### config.mk
export PLATFORM = sky130hd
export DESIGN_NAME = shift_stage
export DESIGN_NICKNAME = d
export VERILOG_FILES = /design/src/rtl/shift_pkg.sv /design/src/rtl/shift_rotate_core.sv /design/src/rtl/shift_stage.sv
export SDC_FILE = /design/constraint.sdc
export NUM_CORES = 1
export LEC_CHECK = 0
export ABC_CLOCK_PERIOD_IN_PS = 2600
export BUFFER_PORTS_ARGS = -buffer_cell sky130_fd_sc_hd__buf_2
export CAP_MARGIN = 20
export CELL_PAD_IN_SITES_DETAIL_PLACEMENT = 2
export CELL_PAD_IN_SITES_GLOBAL_PLACEMENT = 2
export CORE_MARGIN = 5
export CORE_UTILIZATION = 36
export CTS_CLUSTER_SIZE = 10
export DETAILED_ROUTE_END_ITERATION = 8
export GPL_TIMING_DRIVEN = 1
export PLACE_DENSITY = 0.82
export SLEW_MARGIN = 20
export SYNTH_ARGS = -nofsm -noshare
export SYNTH_HDL_FRONTEND = slang
export SYNTH_SLANG_ARGS = --single-unit
### constraint.sdc
create_clock -name clk -period 2.6 [get_ports clk]
set_clock_uncertainty 0.2 [all_clocks]
set_input_delay 0.39 -clock clk [delete_from_list [all_inputs] [get_ports clk]]
set_output_delay 0.39 -clock clk [all_outputs]
set_load 0.05 [all_outputs]
### src/rtl/shift_pkg.sv
// Shared types and constants for the execute-stage shift/rotate unit.
// Latency: none (definitions only).
// Backpressure: none (definitions only).
// Optional feature macro: SHIFT_STAGE_FLAGS_EN adds carry/zero to each buffered entry.
package shift_pkg;

  localparam int SHIFT_W = 16;
  localparam int CNT_W   = 4;

  // Opcode encodings as presented by the ID/EX register.
  typedef enum logic [1:0] {
    OP_ROL = 2'b00,
    OP_SLL = 2'b01,
    OP_ROR = 2'b10,
    OP_SRL = 2'b11
  } shiftOp_t;

  // Occupancy of the 2-entry output skid buffer.
  typedef enum logic [1:0] {
    ST_EMPTY = 2'd0,
    ST_ONE   = 2'd1,
    ST_FULL  = 2'd2
  } bufState_t;

  // One buffered result; flags only exist when the flag feature is built in.
  typedef struct packed {
`ifdef SHIFT_STAGE_FLAGS_EN
    logic               carry;
    logic               zero;
`endif
    logic [SHIFT_W-1:0] data;
  } entry_t;

endpackage

### src/rtl/shift_rotate_core.sv
// Combinational 4-level log shifter (1/2/4/8) for ROL/SLL/ROR/SRL.
// Latency: 0 cycles, purely combinational.
// Backpressure: none; the caller decides when the result is captured.
// Ports: data/cnt/op in, result out; carry/zero out only with SHIFT_STAGE_FLAGS_EN.
module shift_rotate_core
  import shift_pkg::*;
(
  input  logic [SHIFT_W-1:0] data,
  input  logic [CNT_W-1:0]   cnt,
  input  shiftOp_t           op,
  output logic [SHIFT_W-1:0] result
`ifdef SHIFT_STAGE_FLAGS_EN
  ,
  output logic               carry,
  output logic               zero
`endif
);

  // lvl[k] is the operand after the first k count bits have been applied.
  logic [CNT_W:0][SHIFT_W-1:0] lvl;
`ifdef SHIFT_STAGE_FLAGS_EN
  // lvlCarry[k] is the last bit moved out so far; 0 until any stage fires.
  logic [CNT_W:0] lvlCarry;
  assign lvlCarry[0] = 1'b0;
`endif

  assign lvl[0] = data;

  for (genvar k = 0; k < CNT_W; k++) begin : gLevel
    localparam int AMT = 1 << k;
    logic [SHIFT_W-1:0] moved;

    always_comb begin
      case (op)
        OP_ROL:  moved = {lvl[k][SHIFT_W-AMT-1:0], lvl[k][SHIFT_W-1:SHIFT_W-AMT]};
        OP_SLL:  moved = {lvl[k][SHIFT_W-AMT-1:0], {AMT{1'b0}}};
        OP_ROR:  moved = {lvl[k][AMT-1:0], lvl[k][SHIFT_W-1:AMT]};
        default: moved = {{AMT{1'b0}}, lvl[k][SHIFT_W-1:AMT]};
      endcase
    end

    assign lvl[k+1] = cnt[k] ? moved : lvl[k];

`ifdef SHIFT_STAGE_FLAGS_EN
    // The lowest bit leaving the top (left ops) or the highest bit leaving the
    // bottom (right ops) of the last active stage is the overall last bit out.
    // For rotates that bit lands in result[0] / result[15] respectively.
    logic outBit;
    assign outBit = (op == OP_ROL || op == OP_SLL) ? lvl[k][SHIFT_W-AMT]
                                                   : lvl[k][AMT-1];
    assign lvlCarry[k+1] = cnt[k] ? outBit : lvlCarry[k];
`endif
  end

  assign result = lvl[CNT_W];

`ifdef SHIFT_STAGE_FLAGS_EN
  assign carry = lvlCarry[CNT_W];
  assign zero  = (lvl[CNT_W] == '0);
`endif

endmodule

### src/rtl/shift_stage.sv
// Execute-stage shift/rotate unit feeding EX/MEM through a 2-entry skid buffer.
// Latency: 1 cycle from accept to out_valid when empty; 1 result/cycle sustained.
// Backpressure: in_ready depends only on registered occupancy (not FULL); no comb path from out_ready.
// Ports: clk, rst_n, in_valid/in_ready/in_op/in_data/in_cnt, flush,
//        out_valid/out_ready/out_data, out_carry/out_zero with SHIFT_STAGE_FLAGS_EN.
module shift_stage
  import shift_pkg::*;
#(
  parameter int WIDTH = SHIFT_W  // must equal SHIFT_W; count is fixed at CNT_W bits
) (
  input  logic             clk,
  input  logic             rst_n,
  input  logic             in_valid,
  output logic             in_ready,
  input  logic [1:0]       in_op,
  input  logic [WIDTH-1:0] in_data,
  input  logic [3:0]       in_cnt,
  input  logic             flush,
  output logic             out_valid,
  input  logic             out_ready,
  output logic [WIDTH-1:0] out_data
`ifdef SHIFT_STAGE_FLAGS_EN
  ,
  output logic             out_carry,
  output logic             out_zero
`endif
);

  bufState_t          state;
  entry_t             headEntry;
  entry_t             tailEntry;
  entry_t             newEntry;
  logic [SHIFT_W-1:0] coreResult;
  logic               accept;
  logic               pop;
`ifdef SHIFT_STAGE_FLAGS_EN
  logic               coreCarry;
  logic               coreZero;
`endif

  shift_rotate_core uCore (
    .data   (in_data),
    .cnt    (in_cnt),
    .op     (shiftOp_t'(in_op)),
    .result (coreResult)
`ifdef SHIFT_STAGE_FLAGS_EN
    ,
    .carry  (coreCarry),
    .zero   (coreZero)
`endif
  );

  always_comb begin
    newEntry      = '0;
    newEntry.data = coreResult;
`ifdef SHIFT_STAGE_FLAGS_EN
    newEntry.carry = coreCarry;
    newEntry.zero  = coreZero;
`endif
  end

  assign in_ready  = (state != ST_FULL);
  assign out_valid = (state != ST_EMPTY);
  assign accept    = in_valid & in_ready;
  assign pop       = out_valid & out_ready;

  // Head is cleared whenever it stops holding a live entry, so the outputs
  // read as zero while out_valid is low without any output muxing.
  assign out_data = headEntry.data;
`ifdef SHIFT_STAGE_FLAGS_EN
  assign out_carry = headEntry.carry;
  assign out_zero  = headEntry.zero;
`endif

  always_ff @(posedge clk or negedge rst_n) begin
    if (!rst_n) begin
      state     <= ST_EMPTY;
      headEntry <= '0;
      tailEntry <= '0;
    end else if (flush) begin
      // Flush wins: any same-cycle input is dropped; a same-cycle pop was
      // already taken downstream, so clearing everything is consistent.
      state     <= ST_EMPTY;
      headEntry <= '0;
      tailEntry <= '0;
    end else begin
      case (state)
        ST_EMPTY: begin
          if (accept) begin
            state     <= ST_ONE;
            headEntry <= newEntry;
          end
        end
        ST_ONE: begin
          if (accept && !pop) begin
            state     <= ST_FULL;
            tailEntry <= newEntry;
          end else if (accept && pop) begin
            headEntry <= newEntry;
          end else if (pop) begin
            state     <= ST_EMPTY;
            headEntry <= '0;
          end
        end
        ST_FULL: begin
          if (pop) begin
            state     <= ST_ONE;
            headEntry <= tailEntry;
            tailEntry <= '0;
          end
        end
        default: begin
          state     <= ST_EMPTY;
          headEntry <= '0;
          tailEntry <= '0;
        end
      endcase
    end
  end

endmodule

==> key figures, run 1 <==
Placed design
  • IO Port Bufs: 44
  • Detailed placer's ending HPWL: 11,400 µm
  • GP Congestion: 0.915

Yosys
  • Syn Inst Count: 415
  • Synthesized flop and latch total: 34
  • Post-Syn Nets: 442
  • Avg Cell Area, Syn: 8.45 µm²
  • Async SR Flop Fraction: 100%
  • Most common library cells after synthesis: 37 x mux2i_1, 34 x dfrtp_1, 27 x nor2_1
  • Synthesized cell area: approximately 3500 µm²
  • Synth top area cells: dfrtp_1 24%, mux2i_1 11%, o221ai_1 3.7%, a22oi_1 3.0%, nor2_1 2.9%
  • Synth Warn #: 0
  • Post-synth top area cell: dfrtp_1
  • Sequential area share after synthesis: about a quarter
  • Synth top area share: 24.3%
  • Yosys cell types: 66
  • Top-count cell post-synth: mux2i_1
  • Primary FF master, synth: dfrtp_1
  • Number of synthesized flops with an enable pin: 0

Power and ir drop
  • Pwr Density: ~430 nW/µm²
  • Comb power frac: 40.1%
  • NetSw: 0.000684 W
  • Worst vdd ir: 0.231 mV
  • Sw Share: 39.3%
  • Sequential cell fraction of total power: 33.3%
  • Pleak: around 1.8 nW
  • Clock power share: between 20% and 30%
  • Internal Power: 0.00106 W

Worst hold path
  • Hold Crit Class: in -> async

Timing
  • Pin slew with the least headroom to its limit: 0.780 ns
  • Worst slew margin relative to its limit: about 48%
  • Max Freq: 0.415 GHz
  • Post-route clock period utilization: 92.7%
  • Setup repair after global routing missed its margin: no
  • Fin crit period: 2.41 ns
  • Fin. Hold Viols: 26
  • Max-slew violation count: 0
  • Hold slack: -0.0254 ns
  • Final Setup Violations: 0
  • Setup Total Neg Slack: 0 ns

CTS
  • Num CTS Buffers: 5
  • CTS Hold Bufs: 0
  • H-Tree Depth: 2
  • Post CTS Setup Buffer Count: 0
  • Clock slew at reported path FFs: 0.07 ns
  • CTS tree: built
  • Resized Gates After CTS: 0
  • Worst skew pair latency: 0.29 ns
  • Max Root-Sink Buffers: 2
  • Root Buffer Master: clkbuf_8
  • CTS sink count: 34

Critical path
  • Crit path kind: in -> reg
  • Setup crit start kind: input port
  • Setup crit end kind: register
  • Worst EP required: between 2 and 3 ns
  • WP data arrival: around 2.4 ns
  • Largest fanout on the critical path: 21

Floorplan
  • Placeable Area: 9640 µm²
  • Die Area: 11,800 µm²
  • Initial Util: a little over a third
  • Die H: roughly 110 µm
  • Chip Width: roughly 110 µm
  • Row cnt: 36
  • I/O pin cnt: between 40 and 50

Route
  • First drt pass iteration count: 5
  • Antenna Nets Post-Route: 0
  • Avg WL per Cell: approximately 26 µm
  • DRT Wirelength: 15,300 µm
  • Via/cell ratio: 6.61
  • Residual DRC: 0
  • Via Count: 3,880
  • Initial DRC count: about 370

Layout
  • Filler instances: between 1,000 and 1,500
  • Area Growth Syn to Fin: 15.7%
  • N_diodes: 0
  • Share of layout cells above drive strength 1: 22.5%
  • Multi-input logic area: ~2400 µm²
  • Layout net count: 480
  • Util after Layout: 42.1%
  • Seq. cell area: 851 µm²

Run status
  • Status: finished with violations
  • Violated checks: hold timing

GRT
  • Initial antenna violation count: 0
  • Congestion Overflow GR: 0
  • First-pass GRT wire length: 24,400 µm
  • Largest net degree at the start of global routing: 35
  • GRT Util Overall: 26.6%
  • Vias in the first global route: 4,125

Flow run
  • Total of max-cap violations: 0
==> power by group through the flow <==
stage / Clock, W / Combinational, W / Sequential, W
after floorplan: 0 / 0.000377 / 0.000652
after global placement: 0 / 0.000659 / 0.000587
after detailed placement: 0 / 0.000680 / 0.000589
after CTS: 0.000476 / 0.000685 / 0.000580
after global routing: 0.000502 / 0.000740 / 0.000584
final: 0.000463 / 0.000697 / 0.000580
==> metrics by stage <==
stage	worst slack (ns)	area (µm²)	cells	power, W
3_5_place_dp	-0.0532	3950	579	0.00127
3_3_place_gp	0.0596	3950	579	0.00125
2_1_floorplan	0.341	3510	415	0.00103
5_1_grt	0.0900	4060	587	0.00183
4_1_cts	0.230	4060	587	0.00174
6_report	0.191	4060	587	0.00174
==> registers in the layout, indices dropped and copies added (netlist names) <==
signal and flops:
out_data 16, tailEntry 16, state 2
==> logic make-up after synthesis <==
| logic type | Yosys count | synth area share (%) |
|---|---|---|
| AOI/OAI and AO/OA | 161 | 35.0 |
| and+or+nand+nor | 115 | 16.4 |
| xor gates and xnor gates | 1 | 0.250 |
| DFF | 34 | 24.3 |
| muxes | 55 | 17.5 |
| buffers and inverters | 49 | 6.67 |
==> final timing paths <==
path,from,to,slack (ns),cells after the start
hold reg to reg,tailEntry[1]$_DFFE_PN0P_,tailEntry[1]$_DFFE_PN0P_,0.31,2
hold / removal,rst_n,state[0]$_DFFE_PN0P_,-0.03,1
setup / recovery,in_cnt[0],tailEntry[7]$_DFFE_PN0P_,0.19,8
max in group asynchronous,rst_n,out_data[3]$_DFFE_PN0P_,1.72,1
setup reg to reg,state[0]$_DFFE_PN0P_,out_data[2]$_DFFE_PN0P_,0.48,6
min in group clk,flush,state[0]$_DFFE_PN0P_,0.17,2
==> cell usage in the layout, fill, tap and decap left out, types with 13 or more instances in the layout <==
cell / instances
buf_2: 44
mux2i_1: 37
dfrtp_1: 34
nor2_1: 26
nand2_1: 26
buf_4: 23
a21oi_1: 19
o221ai_1: 15
a22oi_1: 14
nor3_1: 13
==> metal layers <==
layer / wire (µm) / track usage [%]
met2: 6980 / 41.4
met5: 0 / 0
met3: 1000 / 5.09
met1: 6840 / 37.7
met4: 448 / 7.48
==> cell type report <==
class | instances | share of cell area, %
Tap cell | 133 | 4.10
Multi-Input combinational cell | 332 | 59.8
Clock buffer | 8 | 2.71
Timing Repair Buffer | 71 | 11.6
Sequential cell | 34 | 21.0
Inverter | 9 | 0.832
==> worst max-delay path, cell delays in order <==
cell and delay [ns]:
buf_2 0.26, buf_12 0.22, buf_4 0.15, mux2i_1 0.17
o22ai_1 0.24, nor2_1 0.07, a311oi_1 0.66, a221o_1 0.26
Power figures use the tool's default switching activity.
==> inputs of run 2 (changes only) <==
ABC_CLOCK_PERIOD_IN_PS = 2700   (was 2600)
clock period = 2.7 ns   (was 2.6 ns; I/O delays follow)
==> key figures, run 2 (synthesis gave the netlist of run 1 again) <==
Floorplan
  • Row cnt: 36 (unchanged)
  • Initial Util: 36.4% (unchanged)
  • I/O pin cnt: 45 (unchanged)
  • Placeable Area: 9640 µm² (unchanged)
  • Die H: 109 µm (unchanged)
  • Chip Width: 109 µm (unchanged)
  • Die Area: 11,800 µm² (unchanged)

Worst hold path
  • Hold Crit Class: in -> reg
  • WHS Path Cells: 2

CTS
  • Resized Gates After CTS: 0 (unchanged)
  • CTS tree: built
  • Root Buffer Master: clkbuf_8
  • Worst skew pair latency: 0.31 ns (+0.02 ns)
  • CTS sink count: 34 (unchanged)
  • H-Tree Depth: 2 (unchanged)
  • Clock slew at reported path FFs: 0.08 ns (about the same)
  • Num CTS Buffers: 5 (unchanged)
  • Max Root-Sink Buffers: 2 (unchanged)

Timing
  • Fin. Hold Viols: 0 (-100%)
  • Worst slew margin relative to its limit: 46.8% (-0.87 points)
  • Post-route clock period utilization: 87.8%
  • Final setup margin: 0.329 ns (+0.138 ns)
  • Pin slew with the least headroom to its limit: 0.793 ns (+0.0130 ns)
  • Final Setup Violations: 0 (unchanged)
  • Fin crit period: 2.37 ns
  • Setup Total Neg Slack: 0 ns (unchanged)
  • Max Freq: 0.422 GHz
  • Setup repair after global routing missed its margin: no
  • Max-slew violation count: 0 (unchanged)

Placed design
  • Dpl ws: 0.0514 ns (+0.105 ns)
  • GP Congestion: 0.948 (+3.6%)
  • IO Port Bufs: 44 (unchanged)
  • Detailed placer's ending HPWL: 11,300 µm (-0.65%)

Power and ir drop
  • Pwr Density: 448 nW/µm² (+4.6%)
  • Final Power: 0.00181 W (+4.3%)
  • NetSw: 0.000688 W (+0.65%)
  • Clock power share: 32.6% (+6.0 points)
  • Internal Power: 0.00113 W (+6.6%)
  • Sequential cell fraction of total power: 30.7% (-2.6 points)
  • Worst vdd ir: 0.254 mV (+9.9%)
  • Sw Share: 37.9% (-1.4 points)
  • Comb power frac: 36.7% (-3.4 points)
  • Pleak: 1.76 nW (-0.76%)

Critical path
  • Worst r2r path cells: 4 (-2)
  • WP data arrival: 2.41 ns (-0.02 ns)
  • Flop2flop setup slack: 0.36 ns (-0.12 ns)
  • Largest fanout on the critical path: 19 (-9.5%)
  • Crit path kind: in -> reg
  • Setup crit end kind: register
  • Worst EP required: 2.74 ns (+0.11 ns)
  • Setup crit start kind: input port

Route
  • Avg WL per Cell: 26.2 µm (+0.87%)
  • First drt pass iteration count: 5 (unchanged)
  • Residual DRC: 0 (unchanged)
  • Initial DRC count: 288 (-23%)
  • DRT Wirelength: 15,300 µm (+0.18%)
  • Antenna Nets Post-Route: 0 (unchanged)
  • Via/cell ratio: 6.64 (+0.48%)
  • Via Count: 3,872 (-0.21%)

Layout
  • Layout net count: 476 (-0.83%)
  • Seq. cell area: 851 µm² (unchanged)
  • Most common cell after layout, fill and taps aside: buf_2
  • Area Growth Syn to Fin: 15.4%
  • Share of layout cells above drive strength 1: 21.6% (-0.91 points)
  • Most frequent cells in the layout: 44 x buf_2, 37 x mux2i_1, 34 x dfrtp_1
  • Filler instances: 1,119 (-0.27%)
  • N_diodes: 0 (unchanged)
  • Multi-input logic area: 2430 µm² (unchanged)

Run status
  • Status: complete, no violations

Flow run
  • Total of max-cap violations: 0 (unchanged)

GRT
  • Initial antenna violation count: 0 (unchanged)
  • Vias in the first global route: 4,105 (-0.48%)
  • Congestion Overflow GR: 0 (unchanged)
  • First-pass GRT wire length: 24,300 µm (-0.37%)
  • Largest net degree at the start of global routing: 35 (unchanged)
  • GRT Util Overall: 26.8% (+0.12 points)
-- run 2: cell types whose count changed in the layout (fill, tap and decap cells not counted) --
cell,before,now
buf_4,23,19
clkbuf_8,8,5
bufinv_16,0,2
buf_12,4,3
clkinv_4,0,1
dlygate4sd3_1,0,1
-- run 2: worst max-delay path: stages --
cell and delay, ns:
buf_2 0.21, buf_12 0.20, inv_2 0.26, a221oi_1 0.16, o21bai_1 0.19, a311oi_1 0.69, a221o_1 0.28
-- run 2: worst paths after layout --
path	from	endpoint
max	in_op[1]	tailEntry[7]$_DFFE_PN0P_
max in group asynchronous	rst_n	tailEntry[9]$_DFFE_PN0P_
min reg2reg	tailEntry[11]$_DFFE_PN0P_	tailEntry[11]$_DFFE_PN0P_
max reg2reg	state[0]$_DFFE_PN0P_	tailEntry[7]$_DFFE_PN0P_
min in group asynchronous	rst_n	state[0]$_DFFE_PN0P_
min	flush	state[0]$_DFFE_PN0P_
-- run 2: metrics by stage --
stage / util [%] / hold slack (ns) / cell area [µm²] / std cells
6_report: 42.0 / 0.163 / 4050 / 583
4_1_cts: 42.0 / 0.151 / 4050 / 583
3_3_place_gp: 40.4 / 0.273 / 3900 / 574
5_1_grt: 42.0 / 0.189 / 4050 / 583
2_1_floorplan: - / -0.0906 / 3510 / 415
3_5_place_dp: 40.4 / 0.296 / 3900 / 574
-- run 2: cell type report --
cell class,count,share of cell area [%]
clock buffers,5,1.70
multi-input cells,332,59.9
inverters,9,0.835
repair buffers,67,10.7
flip-flops and latches,34,21.0
well taps,133,4.11
clock inverters,3,1.70
-- run 2: metal layers --
metal	GRT usage, %	up-vias	routed length, µm
li1	-	1700	-
met1	36.8	1988	6610
met2	43.1	152	7270
met3	4.97	32	1040
met4	7.30	0	376
met5	0	-	0
-- run 2: timing repair --
action | CTS | global route
endpoints found under the hold margin | 2 | 0
hold buffers | 1 | 0
setup buffers | 0 | 0
-- run 2: power by group through the flow --
stage          registers, W  logic (W)  clock network [W]
2_1_floorplan      0.000627   0.000363                  0
3_3_place_gp       0.000565   0.000625                  0
3_5_place_dp       0.000568   0.000648                  0
4_1_cts            0.000558   0.000657           0.000602
5_1_grt            0.000561   0.000709           0.000627
6_report           0.000557   0.000666           0.000591
==> inputs of run 3 (changes only) <==
CORE_UTILIZATION = 35   (was 36)
GPL_TIMING_DRIVEN = 0   (was 1)
PLACE_DENSITY = 0.8   (was 0.82)
==> key figures, run 3 (synthesis gave the netlist of run 1 again) <==
Run status
  • Status: finished with violations
  • Violated checks: hold timing

GRT
  • Vias in the first global route: 4,234 (+3.1%)
  • GRT Util Overall: 28.0% (+1.3 points)
  • Congestion Overflow GR: 0 (unchanged)
  • Initial antenna violation count: 0 (unchanged)
  • Largest net degree at the start of global routing: 35 (unchanged)
  • First-pass GRT wire length: 25,400 µm (+4.7%)

Critical path
  • Worst R2R Start: state[0]$_DFFE_PN0P_
  • Worst path cell trace: buf_2, buf_4, mux2i_1, a21oi_1, a211oi_1, nor3_1, a221o_1
  • CP max stage cell: a211oi_1
  • Cell family with the largest share of critical-path delay: compound AO/OA/AOI/OAI gates
  • WP buf/inv: 2 (-1)
  • Max incr delay on CP: 0.55 ns (-0.14 ns)
  • Setup crit end kind: register
  • Setup crit start kind: input port
  • Worst EP required: 2.68 ns (-0.06 ns)
  • Largest fanout on the critical path: 10 (-9)
  • WP data arrival: 2.63 ns (+0.22 ns)
  • Crit path launch: in_cnt[0]
  • Crit path kind: in -> reg

CTS
  • Max Root-Sink Buffers: 2 (unchanged)
  • Resized Gates After CTS: 0 (unchanged)
  • CTS Hold Bufs: 0 (-1)
  • H-Tree Depth: 2 (unchanged)
  • Clock slew at reported path FFs: 0.08 ns (about the same)
  • Root Buffer Master: clkbuf_8
  • Worst skew pair latency: 0.30 ns (about the same)
  • Post CTS Setup Buffer Count: 0 (unchanged)
  • CTS tree: built
  • CTS sink count: 34 (unchanged)
  • Num CTS Buffers: 5 (unchanged)

Layout
  • Area Growth Syn to Fin: 12.9%
  • Most frequent cells in the layout: 51 x buf_2, 37 x mux2i_1, 34 x dfrtp_1
  • Final std cells w/o fill: 591 (+1.4%)
  • Share of layout cells above drive strength 1: 19.2% (-2.3 points)
  • N_diodes: 0 (unchanged)
  • Design area: 3960 µm² (-2.1%)
  • Filler instances: 1,150 (+2.8%)
  • Most common cell after layout, fill and taps aside: buf_2
  • Layout net count: 484 (+1.7%)

Power and ir drop
  • Worst vdd ir: 0.189 mV (-25%)
  • Final Power: 0.00171 W (-5.9%)
  • Pwr Density: 431 nW/µm² (-3.8%)
  • Pleak: 1.70 nW (-3.2%)

Placed design
  • Dpl ws: -0.169 ns (-0.220 ns)
  • Dpl cells: 583 (+1.6%)
  • Detailed placer's ending HPWL: 12,300 µm (+9.1%)
  • IO Port Bufs: 35 (-20%)
  • GP Congestion: 0.973 (+2.7%)
  • DP Area: 3850 µm² (-1.2%)

Route
  • Avg WL per Cell: 27.9 µm (+6.2%)
  • Via Count: 3,997 (+3.2%)
  • Residual DRC: 0 (unchanged)
  • Via/cell ratio: 6.76 (+1.8%)
  • Initial DRC count: 294 (+2.1%)
  • First drt pass iteration count: 5 (unchanged)
  • Antenna Nets Post-Route: 0 (unchanged)
  • DRT Wirelength: 16,500 µm (+7.7%)

Timing
  • Max-slew violation count: 0 (unchanged)
  • Fin crit period: 2.65 ns (+0.279 ns)
  • Final setup margin: 0.0501 ns (-0.279 ns)
  • Hold slack: -0.0233 ns (-0.187 ns)
  • Setup repair after global routing missed its margin: no
  • Final Setup Violations: 0 (unchanged)
  • Pin slew with the least headroom to its limit: 0.925 ns (+0.133 ns)
  • Worst slew margin relative to its limit: 37.9% (-8.9 points)
  • Post-route clock period utilization: 98.1% (+10 points)
  • Setup Total Neg Slack: 0 ns (unchanged)
  • Max Freq: 0.377 GHz (-11%)
  • Fin. Hold Viols: 13 (+13)

Floorplan
  • I/O pin cnt: 45 (unchanged)
  • Placeable Area: 9770 µm² (+1.4%)
  • Initial Util: 35.9% (-0.50 points)
  • Die Area: 12,100 µm² (+2.6%)
  • Chip Width: 110 µm (+1.3%)
  • Die H: 110 µm (+1.3%)
  • Row cnt: 36 (unchanged)

Worst hold path
  • Hold Crit Class: in -> async

Flow run
  • Total of max-cap violations: 0 (unchanged)
==> run 3: path summary, 6_finish.rpt <==
path                                            end  slack [ns]  depth (start not counted)
max                        tailEntry[5]$_DFFE_PN0P_        0.05                          7
max in group asynchronous   out_data[3]$_DFFE_PN0P_        1.80                          1
min in group clk               state[0]$_DFFE_PN0P_        0.28                          2
min reg2reg                tailEntry[9]$_DFFE_PN0P_        0.30                          2
max reg2reg                out_data[11]$_DFFE_PN0P_        0.22                          6
min                            state[0]$_DFFE_PN0P_       -0.02                          1
==> run 3: routing by layer <==
metal	GRT usage [%]	vias up	share of wire, %
li1	-	1721	-
met1	40.5	2056	45
met2	42.8	176	45
met3	4.54	44	7.2
met4	8.27	0	3.1
met5	0	-	0
==> run 3: cell type report <==
cell class | instances | area [µm²] | share of cell area [%]
plain buffers | 40 | 200 | 5.05
clock buffers | 5 | 68.8 | 1.74
clock inverters | 3 | 40.0 | 1.01
inverters | 9 | 33.8 | 0.853
multi-input cells | 332 | 2430 | 61.2
flip-flops and latches | 34 | 851 | 21.5
well taps | 133 | 166 | 4.20
repair buffers | 35 | 175 | 4.42
==> run 3: metrics by stage <==
stage               utilization (%)  hold slack [ns]
global placement               39.4            0.270
finish                         40.5          -0.0233
detailed placement             39.4            0.283
floorplan                         -          -0.0906
global route                   40.5           0.0561
CTS                            40.5           0.0139
==> run 3: worst reg2reg max path, cell delays in order (launching register included) <==
cell and delay (ns):
dfrtp_1 0.36, buf_2 0.19, xnor2_1 0.18, o31ai_2 0.76
buf_2 0.39, a22oi_1 0.14, o211ai_1 0.16
==> run 3: report_power, final <==
group / leakage, nW / internal [W] / switching [W] / total [W]
clock network: 0.0579 / 0.000272 / 0.000211 / 0.000483
registers: 0.466 / 0.000536 / 0.0000173 / 0.000553
logic: 1.18 / 0.000205 / 0.000467 / 0.000672
total: 1.70 / 0.00101 / 0.000695 / 0.00171
